<file path="config.mk">
export PLATFORM = sky130hd
export DESIGN_NAME = apb_fnd_scan_flat
export DESIGN_NICKNAME = d
export VERILOG_FILES = /design/src/rtl/fnd_pkg.sv /design/src/rtl/apb_fnd_scan_if.sv /design/src/rtl/fnd_hex_decoder.sv /design/src/rtl/apb_fnd_scan.sv /design/src/flat_wrapper.sv
export SDC_FILE = /design/constraint.sdc
export NUM_CORES = 1
export LEC_CHECK = 0
export CAP_MARGIN = 25
export CORE_AREA = 2 2 142 103
export CTS_BUF_LIST = sky130_fd_sc_hd__clkbuf_4 sky130_fd_sc_hd__clkbuf_8
export DETAILED_ROUTE_END_ITERATION = 8
export DIE_AREA = 0 0 144 105
export GPL_TIMING_DRIVEN = 0
export MAX_ROUTING_LAYER = met4
export PLACE_DENSITY_LB_ADDON = 0.15
export SETUP_SLACK_MARGIN = 0.3
export SYNTH_ARGS = -nofsm -noshare
export SYNTH_HDL_FRONTEND = slang
export SYNTH_SLANG_ARGS = --single-unit
</file>
<file path="constraint.sdc">
create_clock -name PCLK -period 5.3 [get_ports PCLK]
set_input_delay 1.06 -clock PCLK [delete_from_list [all_inputs] [get_ports PCLK]]
set_output_delay 1.06 -clock PCLK [all_outputs]
set_load 0.05 [all_outputs]
</file>
<file path="src/rtl/fnd_pkg.sv">
// Shared register offsets and active-low 7-segment font constants for the FND scanner.
package fnd_pkg;

   localparam logic [4:0] FCR_OFF   = 5'h00;
   localparam logic [4:0] FDR_OFF   = 5'h04;
   localparam logic [4:0] FDP_OFF   = 5'h08;
   localparam logic [4:0] FDIV_OFF  = 5'h0C;
   localparam logic [4:0] FSTAT_OFF = 5'h10;
   localparam logic [4:0] FBRT_OFF  = 5'h14;

   // gfedcba, a segment is lit when its bit is 0
   localparam logic [6:0] SEG_0     = 7'h40;
   localparam logic [6:0] SEG_1     = 7'h79;
   localparam logic [6:0] SEG_2     = 7'h24;
   localparam logic [6:0] SEG_3     = 7'h30;
   localparam logic [6:0] SEG_4     = 7'h19;
   localparam logic [6:0] SEG_5     = 7'h12;
   localparam logic [6:0] SEG_6     = 7'h02;
   localparam logic [6:0] SEG_7     = 7'h78;
   localparam logic [6:0] SEG_8     = 7'h00;
   localparam logic [6:0] SEG_9     = 7'h10;
   localparam logic [6:0] SEG_A     = 7'h08;
   localparam logic [6:0] SEG_B     = 7'h03;
   localparam logic [6:0] SEG_C     = 7'h46;
   localparam logic [6:0] SEG_D     = 7'h21;
   localparam logic [6:0] SEG_E     = 7'h06;
   localparam logic [6:0] SEG_F     = 7'h0E;
   localparam logic [6:0] SEG_BLANK = 7'h7F;

endpackage

</file>
<file path="src/rtl/apb_fnd_scan_if.sv">
// APB3 bus bundle between the peripheral bridge (master) and the FND scanner (slave).
interface apb_fnd_scan_if;
   logic [4:0]  PADDR;
   logic        PSEL;
   logic        PENABLE;
   logic        PWRITE;
   logic [31:0] PWDATA;
   logic [31:0] PRDATA;
   logic        PREADY;
   logic        PSLVERR;

   modport master (
      output PADDR, PSEL, PENABLE, PWRITE, PWDATA,
      input  PRDATA, PREADY, PSLVERR
   );

   modport slave (
      input  PADDR, PSEL, PENABLE, PWRITE, PWDATA,
      output PRDATA, PREADY, PSLVERR
   );
endinterface

</file>
<file path="src/rtl/fnd_hex_decoder.sv">
// Combinational hex nibble to active-low gfedcba segment pattern.
module fnd_hex_decoder
   import fnd_pkg::*;
(
   input  logic [3:0] hex_dat,
   output logic [6:0] seg_dat
);

   always_comb begin
      seg_dat = SEG_BLANK;
      case (hex_dat)
         4'h0: seg_dat = SEG_0;
         4'h1: seg_dat = SEG_1;
         4'h2: seg_dat = SEG_2;
         4'h3: seg_dat = SEG_3;
         4'h4: seg_dat = SEG_4;
         4'h5: seg_dat = SEG_5;
         4'h6: seg_dat = SEG_6;
         4'h7: seg_dat = SEG_7;
         4'h8: seg_dat = SEG_8;
         4'h9: seg_dat = SEG_9;
         4'hA: seg_dat = SEG_A;
         4'hB: seg_dat = SEG_B;
         4'hC: seg_dat = SEG_C;
         4'hD: seg_dat = SEG_D;
         4'hE: seg_dat = SEG_E;
         4'hF: seg_dat = SEG_F;
         default: seg_dat = SEG_BLANK;
      endcase
   end

endmodule

</file>
<file path="src/rtl/apb_fnd_scan.sv">
// Zero-wait APB3 slave scanning a common-anode 7-segment display; pins are registered one cycle behind state.
// FND_BRIGHT_EN adds the FBRT duty register that PWM-gates the active common.
module apb_fnd_scan
   import fnd_pkg::*;
#(
   parameter int NUM_DIGITS = 4,
   parameter int DIV_W      = 16,
   parameter int DIV_RESET  = 49999
) (
   input  logic                  PCLK,
   input  logic                  PRESET,
   apb_fnd_scan_if.slave         apb,
   output logic [NUM_DIGITS-1:0] FND_comm,
   output logic [7:0]            FND_font
);

   localparam logic [2:0]       W_FCR    = FCR_OFF[4:2];
   localparam logic [2:0]       W_FDR    = FDR_OFF[4:2];
   localparam logic [2:0]       W_FDP    = FDP_OFF[4:2];
   localparam logic [2:0]       W_FDIV   = FDIV_OFF[4:2];
   localparam logic [2:0]       W_FSTAT  = FSTAT_OFF[4:2];
   localparam logic [2:0]       W_FBRT   = FBRT_OFF[4:2];
   localparam logic [2:0]       LAST_IDX = 3'(NUM_DIGITS - 1);
   localparam logic [DIV_W-1:0] FDIV_RST = DIV_W'(DIV_RESET);
   localparam logic [DIV_W-1:0] DIV_ONE  = DIV_W'(1);

   logic                    acc, wr, rd, mapped, tick, fdiv_wr, common_on;
   logic [2:0]              word;
   logic [31:0]             rdata;
   logic                    unused_bits;

   logic                    en_q, en_d;
   logic [NUM_DIGITS-1:0]   mask_q, mask_d;
   logic [4*NUM_DIGITS-1:0] fdr_q, fdr_d;
   logic [NUM_DIGITS-1:0]   fdp_q, fdp_d;
   logic [DIV_W-1:0]        fdiv_q, fdiv_d;
   logic [DIV_W-1:0]        div_cnt_q, div_cnt_d;
   logic [2:0]              idx_q, idx_d;
   logic [NUM_DIGITS-1:0]   comm_q, comm_d;
   logic [7:0]              font_q, font_d;

   logic [3:0]              cur_nib;
   logic                    cur_dp, cur_den;
   logic [6:0]              cur_seg;

`ifdef FND_BRIGHT_EN
   logic [3:0]              duty_q, duty_d;
   logic [3:0]              pwm_cnt_q, pwm_cnt_d;
`endif

   assign acc  = apb.PSEL & apb.PENABLE;
   assign wr   = acc & apb.PWRITE;
   assign rd   = acc & ~apb.PWRITE;
   assign word = apb.PADDR[4:2];

   // Byte lanes and the low address bits carry no meaning for this block
   assign unused_bits = ^{apb.PADDR[1:0], apb.PWDATA};

   always_comb begin
      mapped = 1'b0;
      case (word)
         W_FCR, W_FDR, W_FDP, W_FDIV, W_FSTAT: mapped = 1'b1;
`ifdef FND_BRIGHT_EN
         W_FBRT:                               mapped = 1'b1;
`endif
         default:                              mapped = 1'b0;
      endcase
   end

   always_comb begin
      en_d    = en_q;
      mask_d  = mask_q;
      fdr_d   = fdr_q;
      fdp_d   = fdp_q;
      fdiv_d  = fdiv_q;
      fdiv_wr = 1'b0;
`ifdef FND_BRIGHT_EN
      duty_d  = duty_q;
`endif
      if (wr) begin
         case (word)
            W_FCR: begin
               en_d   = apb.PWDATA[0];
               mask_d = apb.PWDATA[8 +: NUM_DIGITS];
            end
            W_FDR:   fdr_d = apb.PWDATA[4*NUM_DIGITS-1:0];
            W_FDP:   fdp_d = apb.PWDATA[NUM_DIGITS-1:0];
            W_FDIV: begin
               fdiv_d  = apb.PWDATA[DIV_W-1:0];
               fdiv_wr = 1'b1;
            end
`ifdef FND_BRIGHT_EN
            W_FBRT:  duty_d = apb.PWDATA[3:0];
`endif
            default: ;
         endcase
      end
   end

   always_comb begin
      rdata = '0;
      case (word)
         W_FCR: begin
            rdata[0]              = en_q;
            rdata[8 +: NUM_DIGITS] = mask_q;
         end
         W_FDR:   rdata[4*NUM_DIGITS-1:0] = fdr_q;
         W_FDP:   rdata[NUM_DIGITS-1:0]   = fdp_q;
         W_FDIV:  rdata[DIV_W-1:0]        = fdiv_q;
         W_FSTAT: rdata[2:0]              = idx_q;
`ifdef FND_BRIGHT_EN
         W_FBRT:  rdata[3:0]              = duty_q;
`endif
         default: ;
      endcase
   end

   assign apb.PRDATA  = rd ? rdata : 32'h0;
   assign apb.PREADY  = acc;
   assign apb.PSLVERR = acc & ~mapped;

   // A divider write restarts the current slot so the new period takes effect cleanly
   always_comb begin
      tick      = (div_cnt_q == fdiv_q);
      div_cnt_d = (fdiv_wr || tick) ? '0 : div_cnt_q + DIV_ONE;
      idx_d     = idx_q;
      if (tick) idx_d = (idx_q == LAST_IDX) ? 3'd0 : idx_q + 3'd1;
   end

   always_comb begin
      cur_nib = 4'h0;
      cur_dp  = 1'b0;
      cur_den = 1'b0;
      for (int i = 0; i < NUM_DIGITS; i++) begin
         if (idx_q == 3'(i)) begin
            cur_nib = fdr_q[4*i +: 4];
            cur_dp  = fdp_q[i];
            cur_den = mask_q[i];
         end
      end
   end

   fnd_hex_decoder u_hex_decoder (
      .hex_dat (cur_nib),
      .seg_dat (cur_seg)
   );

`ifdef FND_BRIGHT_EN
   assign common_on = (pwm_cnt_q <= duty_q);
   assign pwm_cnt_d = pwm_cnt_q + 4'd1;
`else
   assign common_on = 1'b1;
`endif

   // Disabled digits still occupy their slot, only blanked, so duty per digit is constant
   always_comb begin
      comm_d = '1;
      font_d = {1'b1, SEG_BLANK};
      if (en_q && cur_den) begin
         font_d = {~cur_dp, cur_seg};
         for (int i = 0; i < NUM_DIGITS; i++) begin
            if (idx_q == 3'(i)) comm_d[i] = ~common_on;
         end
      end
   end

   always_ff @(posedge PCLK or posedge PRESET) begin
      if (PRESET) begin
         en_q      <= 1'b0;
         mask_q    <= '1;
         fdr_q     <= '0;
         fdp_q     <= '0;
         fdiv_q    <= FDIV_RST;
         div_cnt_q <= '0;
         idx_q     <= 3'd0;
         comm_q    <= '1;
         font_q    <= 8'hFF;
`ifdef FND_BRIGHT_EN
         duty_q    <= 4'hF;
         pwm_cnt_q <= 4'h0;
`endif
      end else begin
         en_q      <= en_d;
         mask_q    <= mask_d;
         fdr_q     <= fdr_d;
         fdp_q     <= fdp_d;
         fdiv_q    <= fdiv_d;
         div_cnt_q <= div_cnt_d;
         idx_q     <= idx_d;
         comm_q    <= comm_d;
         font_q    <= font_d;
`ifdef FND_BRIGHT_EN
         duty_q    <= duty_d;
         pwm_cnt_q <= pwm_cnt_d;
`endif
      end
   end

   assign FND_comm = comm_q;
   assign FND_font = font_q;

endmodule
</file>
<file path="src/flat_wrapper.sv">
// flat-port wrapper written by rule: the top's interface ports become plain ports
module apb_fnd_scan_flat import fnd_pkg::*;
#(
   parameter int NUM_DIGITS = 4,
   parameter int DIV_W      = 16,
   parameter int DIV_RESET  = 49999
)
  (PCLK, PRESET, FND_comm, FND_font, apb_PADDR, apb_PSEL, apb_PENABLE, apb_PWRITE, apb_PWDATA, apb_PRDATA, apb_PREADY, apb_PSLVERR);
  apb_fnd_scan_if apb_i ();
  input  logic PCLK;
  input  logic PRESET;
  output logic [NUM_DIGITS-1:0] FND_comm;
  output logic [7:0] FND_font;
  input wire logic [$bits(apb_i.PADDR)-1:0] apb_PADDR;
  input wire logic [$bits(apb_i.PSEL)-1:0] apb_PSEL;
  input wire logic [$bits(apb_i.PENABLE)-1:0] apb_PENABLE;
  input wire logic [$bits(apb_i.PWRITE)-1:0] apb_PWRITE;
  input wire logic [$bits(apb_i.PWDATA)-1:0] apb_PWDATA;
  output wire logic [$bits(apb_i.PRDATA)-1:0] apb_PRDATA;
  output wire logic [$bits(apb_i.PREADY)-1:0] apb_PREADY;
  output wire logic [$bits(apb_i.PSLVERR)-1:0] apb_PSLVERR;
  assign apb_i.PADDR = apb_PADDR;
  assign apb_i.PSEL = apb_PSEL;
  assign apb_i.PENABLE = apb_PENABLE;
  assign apb_i.PWRITE = apb_PWRITE;
  assign apb_i.PWDATA = apb_PWDATA;
  assign apb_PRDATA = apb_i.PRDATA;
  assign apb_PREADY = apb_i.PREADY;
  assign apb_PSLVERR = apb_i.PSLVERR;
  apb_fnd_scan #(.NUM_DIGITS(NUM_DIGITS), .DIV_W(DIV_W), .DIV_RESET(DIV_RESET)) u_core (.PCLK(PCLK), .PRESET(PRESET), .apb(apb_i), .FND_comm(FND_comm), .FND_font(FND_font));
endmodule
</file>
==> metrics.log <==
INFO  metric detail_route.first_pass.iterations = 4
INFO  metric cts_repair_resize_count = 0
INFO  metric cells_after_synth = 379
INFO  metric finalSetupViolations = 0
INFO  metric synth-edff-count = 0
INFO  metric die_wd = 144 um
INFO  metric cts.repair_timing.setup_buffer_count = 0
INFO  metric clock_latency = 360 ps
INFO  metric vias_per_cell = 4.59
INFO  metric grt_overflow = 0
INFO  metric drc_violation_total_after_the_first_tritonroute_iteration = 184
INFO  metric antenna-diode-count = 0
INFO  metric yosysMostFrequentCell = mux2_2
INFO  metric grt_start_max_net_pins = 54
INFO  metric min-delay-path-class = flip-flop to flip-flop
INFO  metric top_layer_used = met4
INFO  metric dr_total_vias = 2995
INFO  metric synth_largest_type_area_fraction = 29.0%
INFO  metric multiInputGateArea = 2040 um2
INFO  metric routed_wire_length_per_instance = 16.5 um
INFO  metric clock.fmax = ~210 MHz
INFO  metric initial_core_utilization = 29.7%
INFO  metric num_ports = between 80 and 90
INFO  metric worst-endpoint-arrival = 3700 ps
INFO  metric final_hpwl_dp = 8270 um
INFO  metric wl_met2 = 4370 um
INFO  metric finalCoreUtilization = between 30% and 40%
INFO  metric synth.yosys.warnings = 0
INFO  metric h-tree-depth = 3
INFO  metric timing.final.crit_share = 89.7%
INFO  metric cts-hold-fix-buffers = 0
INFO  metric commonest_register_cell_after_synthesis = dfrtp_1
INFO  metric worstSetupEndpointType = primary output
INFO  metric post_synth_main_area_contributors = dfrtp_1 29%, dfstp_2 16%, mux2_2 13%
INFO  metric drc = 0
INFO  metric max_cap_violations = 0
INFO  metric m1WireLength = around 5600 um
INFO  metric timing.max_slew.rel_slack = 52.6%
INFO  metric core_area = 13600 um2
INFO  metric synthToLayoutAreaGrowth = 25.5%
INFO  metric synthDistinctLibCells = 48
INFO  metric synth_top_cells_by_count = 48 x mux2_2, 47 x dfrtp_1, 43 x nor2_1, 27 x xnor2_1, 25 x dfstp_2
INFO  metric final_layout_size_suffix_gt1_share = a little over a quarter
INFO  metric ys_seq_area_share = ~45%
INFO  metric cts-root-buf = clkbuf_8
INFO  metric power.leakage = 2.11 nW
INFO  metric chipHeight = ~110 um
INFO  metric tightestPinTransition = 709 ps
INFO  metric fp-row-count = 36
INFO  metric maximum_buffer_depth_of_the_clock_tree = 2
INFO  metric critPathRequiredTime = 4240 ps
INFO  metric timing.final.max_slew_violations = 0
INFO  metric buffer_ports.inserted = 52
INFO  metric totalWireLength = 10800 um
INFO  metric cts_tree = yes
INFO  metric antenna_found_initial = 0
INFO  metric synthesis.area = approximately 4100 um2
INFO  metric async_set_or_reset_register_ratio_after_synthesis = 100%
INFO  metric syn_avg_cell_area = 10.7 um2
INFO  metric route.met3.wl = 688 um
INFO  metric synth-seq-cells = 72
INFO  metric synthDominantAreaCellType = dfrtp_1
INFO  metric storage_element_area = 1830 um2
INFO  metric nets = 512
INFO  metric final_antenna_net_count = 0
INFO  metric fin_ws = 544 ps
INFO  metric worst_clock_skew = 12.6 ps
INFO  metric grt_first_pass_wirelength = 17000 um
INFO  metric status = finished clean
INFO  metric path_max_fanout = 10
INFO  metric fin_tns_setup = 0 ps
INFO  metric unrepaired_setup_endpoints_after_global_routing = false
INFO  metric vdd_drop_max = 0.000129 V
INFO  metric clk_transition_reported_paths = 70 ps
INFO  metric pwr_cell_area = a little over 400 nW/um2
INFO  metric final-hold-violation-count = 0
INFO  metric report.power.total = around 0.0021 W
INFO  metric layout_min_cycle_time = 4760 ps
INFO  metric cts_buffers = 9
INFO  metric global_route.usage.total = 15.5%
INFO  metric critical_path.startpoint_type = primary input
INFO  metric placement.setup.worst_slack = between 500 and 600 ps
INFO  metric fillers = 1374
INFO  metric die_area = 15100 um2
INFO  metric clock_sink_count = 72
INFO  metric place_congestion = 0.794
INFO  metric criticalPathCategory = primary input to primary output
INFO  metric via_count_of_the_first_global_routing_pass = around 3000
## layout make-up
type / count / area share, %
Clock inverter: 3 / 0.295
Buffer: 30 / 3.62
Timing Repair Buffer: 53 / 10.8
Multi-Input combinational cell: 279 / 40.2
Clock buffer: 13 / 3.39
Inverter: 13 / 1.01
Sequential cell: 72 / 36.0
Tap cell: 190 / 4.67
## critical path: stages
cell and delay, ps:
clkdlybuf4s50_1 450, clkbuf_1 210, or3_1 390, clkbuf_1 240
inv_1 100, nand2_1 220, nor2_1 200, clkdlybuf4s50_1 820
## final timing paths
check / endpoint / startpoint / slack, ps / cells past startpoint
setup / recovery: apb_PRDATA[14] / apb_PADDR[4] / 540 / 8
hold / removal: u_core.FND_comm[3] / u_core.mask_q[3] / 510 / 1
setup reg to reg: u_core.FND_font[3] / u_core.idx_q[1] / 1910 / 10
hold reg to reg: u_core.FND_comm[3] / u_core.mask_q[3] / 510 / 1
max in group asynchronous: u_core.fdiv_q[9] / PRESET / 3670 / 3
min in group asynchronous: u_core.fdiv_q[5] / PRESET / 1010 / 2
## layout by cell type (no fill, tap or decap), types with 6 or more instances in the layout
| cell | instances |
|---|---|
| clkdlybuf4s50_1 | 52 |
| mux2_2 | 48 |
| dfrtp_1 | 47 |
| nor2_1 | 43 |
| xnor2_1 | 27 |
| dfstp_2 | 25 |
| nand2_1 | 22 |
| buf_4 | 17 |
| conb_1 | 16 |
| mux2i_1 | 13 |
| inv_1 | 12 |
| ha_1 | 12 |
| clkbuf_8 | 12 |
| o21ai_0 | 10 |
| nand3_1 | 8 |
| nand2b_1 | 8 |
| clkbuf_1 | 7 |
| a21oi_1 | 7 |
| a22oi_1 | 7 |
| buf_2 | 6 |
## metal layers
layer	global-route usage, %	vias up
met5	-	-
met4	4.20	0
met3	4.12	4
met2	20.1	93
met1	23.3	1459
li1	-	1439
## kinds of logic (layout without fill, tap and decap cells)
logic type / Yosys count / count (layout) / share of synthesized area [%]
buffers and inverters: 43 / 112 / 5.74
adders and majority gates: 12 / 12 / 3.70
AOI/OAI and AO/OA: 43 / 43 / 7.38
other: 1 / 16 / 0.0925
xor gates and xnor gates: 30 / 30 / 6.48
and+or+nand+nor: 116 / 116 / 14.3
DFF: 72 / 72 / 45.2
muxes: 62 / 62 / 17.1
## registers in the layout (all words and copies together), names as in the netlist
register and count:
u_core.div_cnt_q 16, u_core.fdiv_q 16, u_core.fdr_q 16, u_core.FND_font 8
u_core.FND_comm 4, u_core.fdp_q 4, u_core.mask_q 4, u_core.idx_q 3
u_core.en_q 1
## through the flow
| stage | instances | cell area, um2 | hold WS (ps) |
|---|---|---|---|
| floorplan | 394 | 4110 | 439 |
| global placement | 636 | 4870 | 497 |
| detailed placement | 637 | 4900 | 485 |
| CTS | 653 | 5090 | 504 |
| global route | 653 | 5090 | 530 |
| finish | 653 | 5090 | 507 |
## power breakdown
part | switching, W | internal, W
registers | 0.000129 | 0.000703
logic | 0.000493 | 0.000366
clock network | 0.000208 | 0.000211
No activity file was read; power rests on OpenSTA's default activity.
